$ cat src/rtl/fpu_pkg.sv
// fpu_pkg: shared definitions for the FPU operand dispatch path.
//   OP_ADD/OP_MUL/OP_DIV/OP_SUB : opcode constants (channel index = opcode)
//   operand_pair_t              : {a, b} operand pair at the default FPU width
package fpu_pkg;

  localparam int FPU_WIDTH = 32;

  localparam logic [3:0] OP_ADD = 4'd0;
  localparam logic [3:0] OP_MUL = 4'd1;
  localparam logic [3:0] OP_DIV = 4'd2;
  localparam logic [3:0] OP_SUB = 4'd3;

  typedef struct packed {
    logic [FPU_WIDTH-1:0] a;
    logic [FPU_WIDTH-1:0] b;
  } operand_pair_t;

endpackage

$ cat src/rtl/fpu_op_fifo.sv
// fpu_op_fifo: single-clock synchronous FIFO of operand pairs.
// Ports:
//   clk, rst_n  : clock, async active-low reset (empties the FIFO)
//   push        : write push_data (ignored when full)
//   push_data   : entry to write
//   pop         : drop the head entry (ignored when empty)
//   full, empty : occupancy flags, derived from the registered count
//   head        : oldest entry (undefined content when empty; caller masks)
module fpu_op_fifo
  import fpu_pkg::*;
#(
  parameter type T     = operand_pair_t,
  parameter int  DEPTH = 2
) (
  input  logic clk,
  input  logic rst_n,
  input  logic push,
  input  T     push_data,
  input  logic pop,
  output logic full,
  output logic empty,
  output T     head
);

  localparam int AW = $clog2(DEPTH);
  localparam int CW = AW + 1;
  localparam logic [CW-1:0] DEPTH_C = CW'(DEPTH);

  T               mem [DEPTH];
  logic [AW-1:0]  wr_ptr;
  logic [AW-1:0]  rd_ptr;
  logic [CW-1:0]  count;
  logic           do_push;
  logic           do_pop;

  assign full    = (count == DEPTH_C);
  assign empty   = (count == '0);
  assign do_push = push && !full;
  assign do_pop  = pop && !empty;
  assign head    = mem[rd_ptr];

  // DEPTH is a power of two, so pointer overflow is the modulo wrap.
  always_ff @(posedge clk or negedge rst_n) begin
    if (!rst_n) begin
      wr_ptr <= '0;
      rd_ptr <= '0;
      count  <= '0;
    end else begin
      if (do_push) wr_ptr <= wr_ptr + 1'b1;
      if (do_pop)  rd_ptr <= rd_ptr + 1'b1;
      case ({do_push, do_pop})
        2'b10:   count <= count + 1'b1;
        2'b01:   count <= count - 1'b1;
        default: count <= count;
      endcase
    end
  end

  // Storage is not reset; an empty FIFO's head is masked by the caller.
  always_ff @(posedge clk) begin
    if (do_push) mem[wr_ptr] <= push_data;
  end

endmodule

$ cat src/rtl/fpu_op_dispatch.sv
// fpu_op_dispatch: registered operand dispatcher. Routes each accepted
// {a, b, operation} request into the FIFO of channel `operation`.
// Opcodes >= N_CH are accepted, discarded and flagged on illegal_op.
// Ports:
//   clk, rst_n          : clock, async active-low reset
//   a, b, operation     : request payload and opcode
//   in_valid / in_ready : request handshake (in_ready depends only on
//                         operation and registered FIFO counts)
//   ch_a, ch_b          : per-channel head operands, channel i at [i*WIDTH +: WIDTH]
//   ch_valid / ch_ready : per-channel head handshake
//   illegal_op          : one-cycle pulse after an accepted illegal opcode
// Build option: FPU_DISPATCH_HIZ_EN drives 'z on empty channel slices
// instead of 0 (legacy shared-bus tie-in).
module fpu_op_dispatch
  import fpu_pkg::*;
#(
  parameter int WIDTH = 32,
  parameter int OP_W  = 4,
  parameter int N_CH  = 4,
  parameter int DEPTH = 2
) (
  input  logic                  clk,
  input  logic                  rst_n,
  input  logic [WIDTH-1:0]      a,
  input  logic [WIDTH-1:0]      b,
  input  logic [OP_W-1:0]       operation,
  input  logic                  in_valid,
  output logic                  in_ready,
  output logic [N_CH*WIDTH-1:0] ch_a,
  output logic [N_CH*WIDTH-1:0] ch_b,
  output logic [N_CH-1:0]       ch_valid,
  input  logic [N_CH-1:0]       ch_ready,
  output logic                  illegal_op
);

  typedef struct packed {
    logic [WIDTH-1:0] a;
    logic [WIDTH-1:0] b;
  } pair_t;

  localparam logic [OP_W:0] NCH_C = (OP_W+1)'(N_CH);

  logic            legal;
  logic            tgt_full;
  logic            accept;
  logic [N_CH-1:0] full;
  logic [N_CH-1:0] empty;
  pair_t           head [N_CH];

  // Extra top bit keeps the compare correct when N_CH == 2**OP_W.
  assign legal = ({1'b0, operation} < NCH_C);

  always_comb begin
    tgt_full = 1'b0;
    for (int i = 0; i < N_CH; i++) begin
      if ({1'b0, operation} == (OP_W+1)'(i)) tgt_full = full[i];
    end
  end

  assign in_ready = legal ? !tgt_full : 1'b1;
  assign accept   = in_valid && in_ready;

  for (genvar i = 0; i < N_CH; i++) begin : g_ch
    logic push_i;
    assign push_i = accept && legal && ({1'b0, operation} == (OP_W+1)'(i));

    fpu_op_fifo #(
      .T     (pair_t),
      .DEPTH (DEPTH)
    ) u_fifo (
      .clk       (clk),
      .rst_n     (rst_n),
      .push      (push_i),
      .push_data ('{a: a, b: b}),
      .pop       (ch_ready[i]),
      .full      (full[i]),
      .empty     (empty[i]),
      .head      (head[i])
    );

    assign ch_valid[i] = !empty[i];
`ifdef FPU_DISPATCH_HIZ_EN
    assign ch_a[i*WIDTH +: WIDTH] = empty[i] ? {WIDTH{1'bz}} : head[i].a;
    assign ch_b[i*WIDTH +: WIDTH] = empty[i] ? {WIDTH{1'bz}} : head[i].b;
`else
    assign ch_a[i*WIDTH +: WIDTH] = empty[i] ? '0 : head[i].a;
    assign ch_b[i*WIDTH +: WIDTH] = empty[i] ? '0 : head[i].b;
`endif
  end

  always_ff @(posedge clk or negedge rst_n) begin
    if (!rst_n) illegal_op <= 1'b0;
    else        illegal_op <= accept && !legal;
  end

endmodule

$ cat config.mk
export PLATFORM = sky130hd
export DESIGN_NAME = fpu_op_dispatch
export DESIGN_NICKNAME = d
export VERILOG_FILES = /design/src/rtl/fpu_pkg.sv /design/src/rtl/fpu_op_fifo.sv /design/src/rtl/fpu_op_dispatch.sv
export SDC_FILE = /design/constraint.sdc
export NUM_CORES = 1
export LEC_CHECK = 0
export ABC_AREA = 1
export CAP_MARGIN = 30
export CORE_ASPECT_RATIO = 0.6
export CORE_MARGIN = 1
export CORE_UTILIZATION = 24
export CTS_CLUSTER_DIAMETER = 150
export DETAILED_ROUTE_END_ITERATION = 8
export GPL_TIMING_DRIVEN = 1
export HOLD_SLACK_MARGIN = 0.02
export SLEW_MARGIN = 20
export SYNTH_ARGS = -nofsm -noshare
export SYNTH_HDL_FRONTEND = slang
export SYNTH_SLANG_ARGS = --single-unit
export TNS_END_PERCENT = 50
$ cat constraint.sdc
create_clock -name clk -period 5.45 [get_ports clk]
set_clock_uncertainty 0.1 [all_clocks]
set_input_delay 1.09 -clock clk [delete_from_list [all_inputs] [get_ports clk]]
set_output_delay 1.09 -clock clk [all_outputs]
set_load 0.02 [all_outputs]
=== After elaboration in Yosys (flattened, before gate mapping) ===
Memory sizes are Yosys's and may differ from the RTL's.
Index checks and enable logic that the tools add are counted.
W data, S select, Z words.

* Bits in registers: 17
* Memory bits (writable): 512
* Input port bits: 75
* Output and inout bits: 262
* Word-level logic and storage cells: 108
* Memories kept: 4

* $add $sub $neg: 16
* $lt $le $gt $ge: 1
* Equality and inequality tests: 15
* Multiplexer cells: 25
* Reductions and logical operators: 34

{| class="wikitable"
|+ Memories
! name !! depth !! width !! read ports !! clocked after Yosys merged registers in !! write ports !! line !! RTL
|-
| g_ch[0].u_fifo.mem || 2 || 64 || 1 || 0 || 1 || fpu_op_fifo.sv:29 || <nowiki>T mem [DEPTH];</nowiki>
|-
| g_ch[1].u_fifo.mem || 2 || 64 || 1 || 0 || 1 || fpu_op_fifo.sv:29 ||
|-
| g_ch[2].u_fifo.mem || 2 || 64 || 1 || 0 || 1 || fpu_op_fifo.sv:29 ||
|-
| g_ch[3].u_fifo.mem || 2 || 64 || 1 || 0 || 1 || fpu_op_fifo.sv:29 ||
|}

{| class="wikitable"
|+ Operators by type and width
! operator !! number
|-
| $mux W32 || 8
|-
| $eq A2 B2 Y1 const B || 8
|-
| $pmux W2 S2 || 4
|-
| $logic_and A1 B1 Y1 || 15
|-
| $mux W1 || 13
|-
| $logic_not A1 Y1 || 10
|-
| $add A1 B1 Y1 const B || 8
|-
| $add A2 B1 Y2 const B || 4
|-
| $eq A2 B1 Y1 const B || 4
|-
| $eq A4 B2 Y1 const B || 2
|-
| $logic_not A2 Y1 || 4
|-
| $reduce_bool A2 Y1 || 4
|-
| $sub A2 B1 Y2 const B || 4
|-
| $eq A4 B1 Y1 const B || 1
|-
| $logic_not A4 Y1 || 1
|-
| $lt A4 B3 Y1 const B || 1
|}

=== Logic depth before layout (Yosys ltp) ===
Gate-level depths: netlist of the first run.

* Depth in word-level cells: 13
* Depth in mapped cells: 12

=== By module ===
From an unflattened synthesis of the first run, not the netlist that was laid out.

* Cells, all modules: 2,038
* Area, all modules: 21,772.1 um^2

{| class="wikitable"
|+ By module, submodules not included
! module !! times used !! cells each !! area each (um^2) !! sequential area each (um^2)
|-
| fpu_op_fifo || 4 || 367 || 4,884.7 || 3,943.8
|-
| fpu_op_dispatch || 1 || 570 || 2,233.4 || 25.0
|}

=== Worst setup path after synthesis of the first run ===
Ideal clock, no wire load.

* Path kind: input to register
* Start point: input operation[3]
* End point: memory g_ch[0].u_fifo.mem[1][0] (netlist name) (enable)
* Arrival: 4.431 ns
* Data required time: 4.864 ns
* Setup slack: 0.432 ns
* Cell stages on the path: 7
* Cells stage by stage: nor2_4 nand2_1 nor2_2 nor2_1 nand2_4 nand3_2 nor2_1

* Longest elaborated chain between the ends: 13

{| class="wikitable"
|+ RTL lines
! element !! line !! RTL
|-
| start: declaration || fpu_op_dispatch.sv:26 || <nowiki>input logic [OP_W-1:0] operation,</nowiki>
|-
| $logic_not A4 Y1 || fpu_op_dispatch.sv:56 || <nowiki>if ({1'b0, operation} == (OP_W+1)'(i)) tgt_full = full[i];</nowiki>
|-
| $mux W1 (4 in series) || fpu_op_dispatch.sv:56 ||
|-
| $logic_not A1 Y1 || fpu_op_dispatch.sv:60 || <nowiki>assign in_ready = legal ? !tgt_full : 1'b1;</nowiki>
|-
| $mux W1 * || fpu_op_dispatch.sv:60 ||
|-
| via in_ready || fpu_op_dispatch.sv:28 || <nowiki>output logic in_ready,</nowiki>
|-
| $logic_and A1 B1 Y1 * || fpu_op_dispatch.sv:61 || <nowiki>assign accept = in_valid && in_ready;</nowiki>
|-
| $logic_and A1 B1 Y1 * (2 in series) || fpu_op_dispatch.sv:65 || <nowiki>assign push_i = accept && legal && ({1'b0, operation} == (OP_W+1)'(i));</nowiki>
|-
| $logic_and A1 B1 Y1 * || fpu_op_fifo.sv:38 || <nowiki>assign do_push = push && !full;</nowiki>
|-
| $mux W1 * || fpu_op_fifo.sv:61 || <nowiki>if (do_push) mem[wr_ptr] <= push_data;</nowiki>
|-
| $mux W1 (implied by the code) * || fpu_op_fifo.sv:61 ||
|-
| end: declaration || fpu_op_fifo.sv:29 ||
|}

The timed path passes the listed nets; every way through them passes the cells marked *.

=== Worst setup path in the final report of the first run ===
* Start point: register g_ch[3].u_fifo.rd_ptr
* End point: output ch_b[127]

* Longest elaborated chain between the ends: 2

{| class="wikitable"
|+ RTL lines
! element !! line !! RTL
|-
| start: declaration || fpu_op_fifo.sv:31 || <nowiki>logic [AW-1:0] rd_ptr;</nowiki>
|-
| start signal: assignment || fpu_op_fifo.sv:50 || <nowiki>if (do_pop) rd_ptr <= rd_ptr + 1'b1;</nowiki>
|-
| $mem_v2 Z2 W64 || n/a ||
|-
| $mux W32 || fpu_op_dispatch.sv:87 || <nowiki>assign ch_b[i*WIDTH +: WIDTH] = empty[i] ? '0 : head[i].b;</nowiki>
|-
| end: declaration || fpu_op_dispatch.sv:30 || <nowiki>output logic [N_CH*WIDTH-1:0] ch_b,</nowiki>
|}

Every way passes these cells.

==> run metrics, run 1 <==
status=completed; worst reg2reg startpoint=g_ch[0].u_fifo.count[0]; worst skew pair latency=0.60 ns; leakage=8.858 nW; Critical Path Sink Type=output pin; cells after synthesis=1478; largest net degree at the start of global routing=67; required time of the critical path=4.26 ns; DIE AREA=84140 µm²; initial core utilization=0.2434; Die Y-Extent=225.1 µm; Antenna Cells=0; TritonCTS clock tree=done; mapped cell area=19910 µm²; first-pass GRT wire length=83.28 mm; CP Class=flop to output pin; WP data arrival=3.37 ns; I/O Buffers=336; Hold Vio Cnt, Final=0; row count=81; Final nets=1893; GR Overflow Total=0; Post-CTS Setup Bufs=0; Worst-path clk slew=0.06 ns; CTS Hold Bufs=0; CTS Sinks=529; syn_nets=1557; Slew Limit Headroom=0.3313; RSZ-0062 raised after global routing=no; setup violators final=0; RePlAce Congestion=0.7982; Sum Neg Setup Slack=0 ns; R2R Setup Slk=2.50 ns; Yosys Warn Count=0; vias in the first global route=12410; Synth cell types=22; Root Buffer=clkbuf_16; area grow syn2layout=31.96%; via-per-instance ratio=4.333; first-pass iteration count of the detailed router=7; Worst Slack Setup Final=0.8935 ns; worst-path fanout max=43; origin of the worst min-delay path=g_ch[1].u_fifo.wr_ptr; Num CTS Buffers=51; reg2reg end=g_ch[0].u_fifo.count[1]; DP HPWL=37.00 mm; hold worst-path end=g_ch[1].u_fifo.wr_ptr; critical path launch point type=flop; Placement Setup Slack=1.410 ns; Tcrit/Tclk final=0.8360; Tmin final=4.556 ns; Avg Inst Size Synth=13.47 µm²; HP Class=flop to flop; drt drc=0; hold depth=2; Worst VDD drop=0.2572 mV; Max Buffers Root-to-Sink=3; number of max-cap violations=0; initial antenna violation count=1; wire per inst=19.77 µm; PwrDens=541.2 nW/µm²; register area share after synthesis=0.7937; drt total wl=58.01 mm; CP startpoint=g_ch[3].u_fifo.rd_ptr; die width=373.8 µm; IO Count=337; Slew @ Worst Pin=1.003 ns; htree depth=2; share of cells above drive strength 1=0.06631; DR vias=12710; DR iter-0 viols=1040; antenna-violating nets left=0; Reg2Reg Depth=7; Synth Register Bits=529; Final Max Slew Viols=0; GRT Util Overall=0.1351; Resized cells post-CTS=0; Core Region=81790 µm²; maximum clock frequency=0.2195 GHz
-- placed cells by master (no fill, tap or decap), types with 3 or more instances in the layout --
master,Yosys,final
ha_1,4,4
edfxtp_1,512,512
inv_1,24,21
clkinv_1,0,19
clkinv_4,0,4
nand4_1,4,4
nor2_4,1,10
xor2_1,8,8
xnor2_1,5,5
buf_16,0,4
clkbuf_16,0,52
nor2_1,19,10
dfrtp_1,17,13
clkbuf_1,31,6
nand3_2,3,3
o21ai_0,4,4
clkdlybuf4s50_1,0,336
buf_4,0,16
dfrtp_4,0,4
inv_6,0,4
buf_12,0,6
nand2_1,525,525
inv_4,0,3
a21oi_1,260,260
clkinv_2,0,10
-- state kept, by name, summed over array words and instances (netlist names) --
name / count
g_ch.u_fifo.mem: 512
g_ch.u_fifo.count: 8
g_ch.u_fifo.rd_ptr: 4
g_ch.u_fifo.wr_ptr: 4
illegal_op: 1
-- worst max-delay path by stage --
stage | end | cells past startpoint
6_report | ch_b[127] | 5
5_1_grt | ch_a[96] | 5
4_1_cts | ch_b[127] | 5
3_5_place_dp | in_ready | 8
3_3_place_gp | ch_a[96] | 5
2_1_floorplan | g_ch[0].u_fifo.mem[1][0] | 7
-- through the flow --
| stage | cell area (µm²) | instances | power, mW | util | hold WS [ns] |
|---|---|---|---|---|---|
| final | 26270 | 2934 | 14.22 | 0.3212 | 0.3737 |
| after global routing | 26270 | 2934 | 14.87 | 0.3212 | 0.4094 |
| after CTS | 26230 | 2932 | 14.39 | 0.3207 | 0.3740 |
| after detailed placement | 24680 | 2838 | 11.01 | 0.3018 | 0.3582 |
| after global placement | 24560 | 2833 | 10.94 | 0.3002 | 0.3544 |
| after floorplan | 19910 | 1478 | 7.774 | - | 0.3419 |
-- metal layers --
metal	up-vias	track usage	wire (µm)
met1	6340	0.1891	26740
met3	66	0.03419	4330
met2	432	0.2115	26160
li1	5874	-	-
met4	2	0.02682	767
met5	-	0	8
-- layout make-up --
| class | instances | area, µm² |
|---|---|---|
| Clock inverter | 36 | 221.5 |
| Clock buffer | 58 | 1324 |
| Inverter | 28 | 121.4 |
| Fill cell | 7914 | 55520 |
| Multi-Input combinational cell | 841 | 3710 |
| Tap cell | 1079 | 1350 |
| Sequential cell | 529 | 15820 |
| Timing Repair Buffer | 363 | 3729 |
-- power by group --
| group | internal (mW) | switching, mW | total [mW] |
|---|---|---|---|
| sequential | 4.55 | 0.190 | 4.74 |
| combinational | 2.35 | 3.80 | 6.15 |
| clock | 1.80 | 1.53 | 3.32 |
| total | 8.70 | 5.52 | 14.2 |
-- Yosys cell counts --
cell type / instances / area, µm²
a21oi_1: 260 / 1301
buf_1: 1 / 3.750
buf_2: 48 / 240.2
clkbuf_1: 31 / 116.4
dfrtp_1: 17 / 425.4
edfxtp_1: 512 / 15370
ha_1: 4 / 50.05
inv_1: 24 / 90.09
inv_2: 4 / 15.01
nand2_1: 525 / 1971
nand2_4: 1 / 11.26
nand3_1: 2 / 10.01
nand3_2: 3 / 30.03
nand4_1: 4 / 25.02
nor2_1: 19 / 71.32
nor2_2: 2 / 12.51
nor2_4: 1 / 11.26
nor3_1: 1 / 5.000
o21ai_0: 4 / 20.02
o21ai_1: 2 / 10.01
xnor2_1: 5 / 43.79
xor2_1: 8 / 70.07
-- cell families after synthesis --
kind of cell    synth area share
simple gates              0.1078
flops                     0.7937
compound gates           0.06687
buf+inv                  0.02338
xor+xnor                0.005719
fa+ha+maj               0.002514
-- worst max-delay path, stage by stage (launching register included) --
cell and delay (ns):
dfrtp_4 0.72, clkinv_2 0.70, buf_4 0.49, nand2_1 0.11, a21oi_1 0.07, clkdlybuf4s50_1 0.59
Power figures use the tool's default switching activity.
==> inputs of run 2 (changes only) <==
Clock period 5.45 ns to 4.2 ns, I/O delays scaled along.
==> run 2 against run 1 <==
  * Sequential share of layout area is 0.58 points lower
  * Critical path depth stayed put
  * Hold slack better by 0.0073 ns
  * Worst setup slack worse by 0.69 ns
  * Core utilization is 0.31 points higher
  * Non-clock buffer count is 10 higher
  * Combinational power is 33% higher
  * Global-route usage is 0.15 points higher
  * Via count is 0.82% higher
  * Largest cell class unchanged
==> run metrics, run 2 (synthesis gave the netlist of run 1 again) <==
status=completed; commonest non-fill, non-tap cell in the layout=nand2_1; Core Region=81790 µm²; net switching power figure=7.254 mW; top flop regs=g_ch.u_fifo.mem (512), g_ch.u_fifo.count (8); Switching Fraction=0.3838; # fillers=7860; multi-input combinational cell area=3710 µm²; Final Max Slew Viols=0; antenna-violating nets left=0; setup violators final=0; share of cells above drive strength 1=0.07395; die width=373.8 µm; maximum clock frequency=0.2502 GHz; area grow syn2layout=33.24%; Final nets=1905; row count=81; initial antenna violation count=0; DIE AREA=84140 µm²; sequential share of power=0.320; CP Class=flop to output pin; number of max-cap violations=0; TritonCTS clock tree=done; vias in the first global route=12590; R2R Setup Slk=1.78 ns; worst reg2reg startpoint=g_ch[1].u_fifo.count[0]; HP Class=flop to flop; Placed Cells=2848; PwrDens=712.6 nW/µm²; Slew @ Worst Pin=0.9698 ns; I/O Buffers=336; critical-path cell list=clkinv_2 > buf_4 > nand2_1 > a21oi_1 > clkdlybuf4s50_1; CP startpoint=g_ch[1].u_fifo.rd_ptr; critical path endpoint=ch_a[44]; Slew Limit Headroom=0.3534; Root Buffer=clkbuf_16; DP HPWL=36.89 mm; first-pass GRT wire length=84.89 mm; CP max stage cell=dfrtp_4; Tcrit/Tclk final=0.9517; largest net degree at the start of global routing=66; worst skew pair latency=0.62 ns; Die Y-Extent=225.1 µm; GRT Util Overall=0.1366; max incr delay on CP=0.63 ns; IO Count=337; RSZ-0062 raised after global routing=no; Resized cells post-CTS=0; leakage=8.977 nW; Critical Path Sink Type=output pin; Max Buffers Root-to-Sink=3; worst-path fanout max=23; max reg flops=512; most frequent cells in the layout=525 x nand2_1, 512 x edfxtp_1, 336 x clkdlybuf4s50_1, 260 x a21oi_1, 53 x clkbuf_16; WP data arrival=3.06 ns; CTS Sinks=529; GR Overflow Total=0; first-pass iteration count of the detailed router=5; Reg2Reg Depth=7; reg2reg end=g_ch[1].u_fifo.count[1]; Post-CTS Setup Bufs=0; overall power=18.90 mW; via-per-instance ratio=4.350; DR iter-0 viols=947; DR vias=12820; Logic pwr share=0.434; Pint=11.65 mW; critical path launch point type=flop; Hold Vio Cnt, Final=0; initial core utilization=0.2434; Register Area=15820 µm²; Worst VDD drop=0.4012 mV; Tmin final=3.997 ns; required time of the critical path=3.26 ns; power share of the clock group=0.246; Most flops, register=g_ch.u_fifo.mem; wire per inst=19.96 µm; non-filler instance count after layout=2947; Sum Neg Setup Slack=0 ns; htree depth=2; Worst-path clk slew=0.07 ns; RePlAce Congestion=0.8191; drt drc=0; CTS Hold Bufs=0; drt total wl=58.83 mm; Num CTS Buffers=53
run 2: cell count changes in the layout (fill, tap and decap cells not counted), moves of 3 or more:
| cell | change |
|---|---|
| clkinv_1 | -12 |
| buf_12 | +10 |
| clkbuf_1 | +8 |
| buf_16 | -4 |
| buf_4 | +4 |
| bufinv_16 | +3 |
| clkinv_4 | -3 |
run 2: cell type report:
class                   instances  area share
multi-input cells             841      0.1399
clock buffers                  69     0.05302
diodes                          2   0.0001887
well taps                    1079     0.05090
flip-flops and latches        529      0.5962
repair buffers                373      0.1451
inverters                      28    0.004434
clock inverters                26     0.01028
run 2: layer usage:
metal / track usage / vias up / share of wire
met1: 0.1908 / 6374 / 0.46
met3: 0.03655 / 72 / 0.074
met4: 0.02974 / 0 / 0.014
met5: 0 / - / 0
met2: 0.2116 / 472 / 0.45
li1: - / 5900 / -
run 2: worst max-delay path: cells and delay by family, from the launching register on:
kind,cells,cell delay (ns)
flops,1,0.63
compound gates,1,0.08
simple gates,1,0.07
buf+inv,3,1.63
run 2: power by group through the flow:
stage	Combinational, mW	Sequential (mW)	Clock, mW
2_1_floorplan	4.02	6.07	0
4_1_cts	8.32	6.04	4.79
3_3_place_gp	8.24	6.15	0
3_5_place_dp	8.27	6.16	0
5_1_grt	8.77	6.06	4.97
6_report	8.21	6.04	4.65
run 2: per-stage QoR:
stage                       util  hold slack, ns  cell area [µm²]  setup WS, ns
after CTS                 0.3238          0.3811            26490       0.09454
after detailed placement  0.3033          0.3664            24810        0.7306
after floorplan                -          0.3419            19920       -0.3732
after global routing      0.3243          0.3702            26520      0.007354
final                     0.3243          0.3809            26530        0.2029
after global placement    0.3033          0.3558            24810        0.7159
run 2: how the worst min path moves through the flow:
| stage | from | slack (ns) | depth (start not counted) | end |
|---|---|---|---|---|
| 2_1_floorplan | g_ch[0].u_fifo.wr_ptr | 0.34 | 2 | g_ch[0].u_fifo.wr_ptr |
| 3_3_place_gp | g_ch[1].u_fifo.wr_ptr | 0.36 | 2 | g_ch[1].u_fifo.wr_ptr |
| 3_5_place_dp | g_ch[2].u_fifo.wr_ptr | 0.37 | 2 | g_ch[2].u_fifo.wr_ptr |
| 4_1_cts | g_ch[2].u_fifo.wr_ptr | 0.38 | 2 | g_ch[2].u_fifo.wr_ptr |
| 5_1_grt | rst_n | 0.37 | 1 | illegal_op |
| 6_report | g_ch[0].u_fifo.wr_ptr | 0.38 | 2 | g_ch[0].u_fifo.wr_ptr |
==> inputs of run 3 (changes only) <==
Settings changed: SKIP_LAST_GASP set to 1.
Clock period 4.2 ns to 3.65 ns, I/O delays scaled along.
==> run 3 against run 2 <==
  * Non-clock buffer count down 2
  * Flip-flop and latch count is the same
  * Clock power increased by 11%
  * Via count shrank 0.47%
  * Critical path type unchanged
==> run metrics, run 3 (synthesis gave the netlist of run 1 again) <==
first-pass GRT wire length=83.19 mm; DR iter-0 viols=968; setup violators final=0; wire per inst=19.51 µm; Routed met2 length=25.42 mm; leakage=8.944 nW; Die Y-Extent=225.1 µm; Num CTS Buffers=51; Slew @ Worst Pin=0.6801 ns; Slew Limit Headroom=0.5455; critical path launch point type=flop; area grow syn2layout=33.07%; Pint=13.27 mW; row count=81; drt total wl=57.41 mm; CP delay by family, top=buffers and inverters; Tmin final=3.494 ns; vias in the first global route=12610; Switching Fraction=0.3821; Tcrit/Tclk final=0.9572; DP HPWL=36.01 mm; fin area=26490 µm²; die width=373.8 µm; DIE AREA=84140 µm²; Post-CTS Setup Bufs=0; antenna-violating nets left=0; initial antenna violation count=0; GRT Util Overall=0.1333; CTS Sinks=529; Sum Neg Setup Slack=0 ns; CP max stage cell=clkdlybuf4s50_1; Met3 Routed Length=4.466 mm; PwrDens=810.7 nW/µm²; Root Buffer=clkbuf_16; DR vias=12760; I/O Buffers=336; net switching power figure=8.206 mW; power share of the clock group=0.240; WP buf/inv=3; Worst VDD drop=0.4204 mV; status=completed; Logic pwr share=0.437; metal1 wirelength=26.67 mm; Final nets=1901; via-per-instance ratio=4.335; maximum clock frequency=0.2862 GHz; IO Count=337; Max Buffers Root-to-Sink=3; max incr delay on CP=0.68 ns; most frequent cells in the layout=525 x nand2_1, 512 x edfxtp_1, 336 x clkdlybuf4s50_1, 260 x a21oi_1, 53 x clkbuf_16; top flop regs=g_ch.u_fifo.mem (512), g_ch.u_fifo.count (8); Most flops, register=g_ch.u_fifo.mem; required time of the critical path=2.82 ns; largest net degree at the start of global routing=67; Core Region=81790 µm²; DR top layer=met4; commonest non-fill, non-tap cell in the layout=nand2_1; Final Max Slew Viols=0; Worst-path clk slew=0.07 ns; non-filler instance count after layout=2943; Critical Path Sink Type=output pin; initial core utilization=0.2434; first-pass iteration count of the detailed router=5; Final Hold Slack=0.3777 ns; HP Class=input pin to asynchronous set/reset pin; RSZ-0062 raised after global routing=yes; drt drc=0; htree depth=2; Area after DPL=24880 µm²; RePlAce Congestion=0.7648; WP data arrival=2.66 ns; critical-path cell list=clkinv_2 > buf_4 > nand2_1 > a21oi_1 > clkdlybuf4s50_1; worst skew pair latency=0.59 ns; Hold Vio Cnt, Final=0; Placed Cells=2848; CP Class=flop to output pin; max reg flops=512; worst-path fanout max=33; GR Overflow Total=0; sequential share of power=0.323; share of cells above drive strength 1=0.07085; number of max-cap violations=0; TritonCTS clock tree=done
==> run 3: metrics by stage <==
| stage | power (mW) | utilization | setup slack, ns |
|---|---|---|---|
| after CTS | 21.79 | 0.3238 | 0.06104 |
| final | 21.48 | 0.3239 | 0.1564 |
| after detailed placement | 16.54 | 0.3042 | 0.3851 |
| after global routing | 22.53 | 0.3239 | -0.02725 |
| after floorplan | 11.61 | - | -0.8132 |
| after global placement | 16.49 | 0.3040 | 0.3979 |
==> run 3: path summary, 6_finish.rpt <==
check | from | to | slack, ns | depth (start not counted)
min | rst_n | g_ch[3].u_fifo.rd_ptr | 0.38 | 1
min in group clk | g_ch[1].u_fifo.wr_ptr | g_ch[1].u_fifo.wr_ptr | 0.39 | 2
min reg2reg | g_ch[1].u_fifo.wr_ptr | g_ch[1].u_fifo.wr_ptr | 0.39 | 2
max reg2reg | g_ch[1].u_fifo.count[0] | g_ch[1].u_fifo.count[1] | 1.29 | 7
max in group asynchronous | rst_n | g_ch[1].u_fifo.rd_ptr | 2.58 | 2
max | g_ch[0].u_fifo.rd_ptr | ch_a[22] | 0.16 | 5
==> run 3: power groups by stage <==
| stage | clock network (mW) | registers [mW] | logic [mW] |
|---|---|---|---|
| after detailed placement | 0 | 7.08 | 9.46 |
| after floorplan | 0 | 6.98 | 4.63 |
| after CTS | 5.32 | 6.95 | 9.53 |
| after global placement | 0 | 7.07 | 9.42 |
| final | 5.15 | 6.95 | 9.38 |
| after global routing | 5.52 | 6.96 | 10.0 |
==> run 3: worst reg2reg max path: stages, from the launching register on <==
cell and delay, ns:
dfrtp_1 0.45, nor2_4 0.13, buf_4 0.52, nor2_1 0.27, ha_1 0.38, a21oi_1 0.13, o21ai_0 0.12, xnor2_1 0.14
==> run 3: final cells by class <==
cell class | count | area, µm²
diodes | 1 | 2.502
clock inverters | 28 | 229.0
clock buffers | 66 | 1375
fillers | 7972 | 55300
multi-input cells | 841 | 3710
repair buffers | 371 | 3887
well taps | 1079 | 1350
flip-flops and latches | 529 | 15820
inverters | 28 | 121.4
==> run 3: repair_timing <==
action	CTS	global route
endpoints found under the setup margin	2	10
endpoints found under the hold margin	0	0
hold buffers	0	0
resized for setup	1	1
==> run 3: layer usage <==
layer,global-route usage,vias up
li1,-,5887
met1,0.1871,6357
met2,0.2040,445
met3,0.03739,69
met4,0.02854,0
met5,0,-
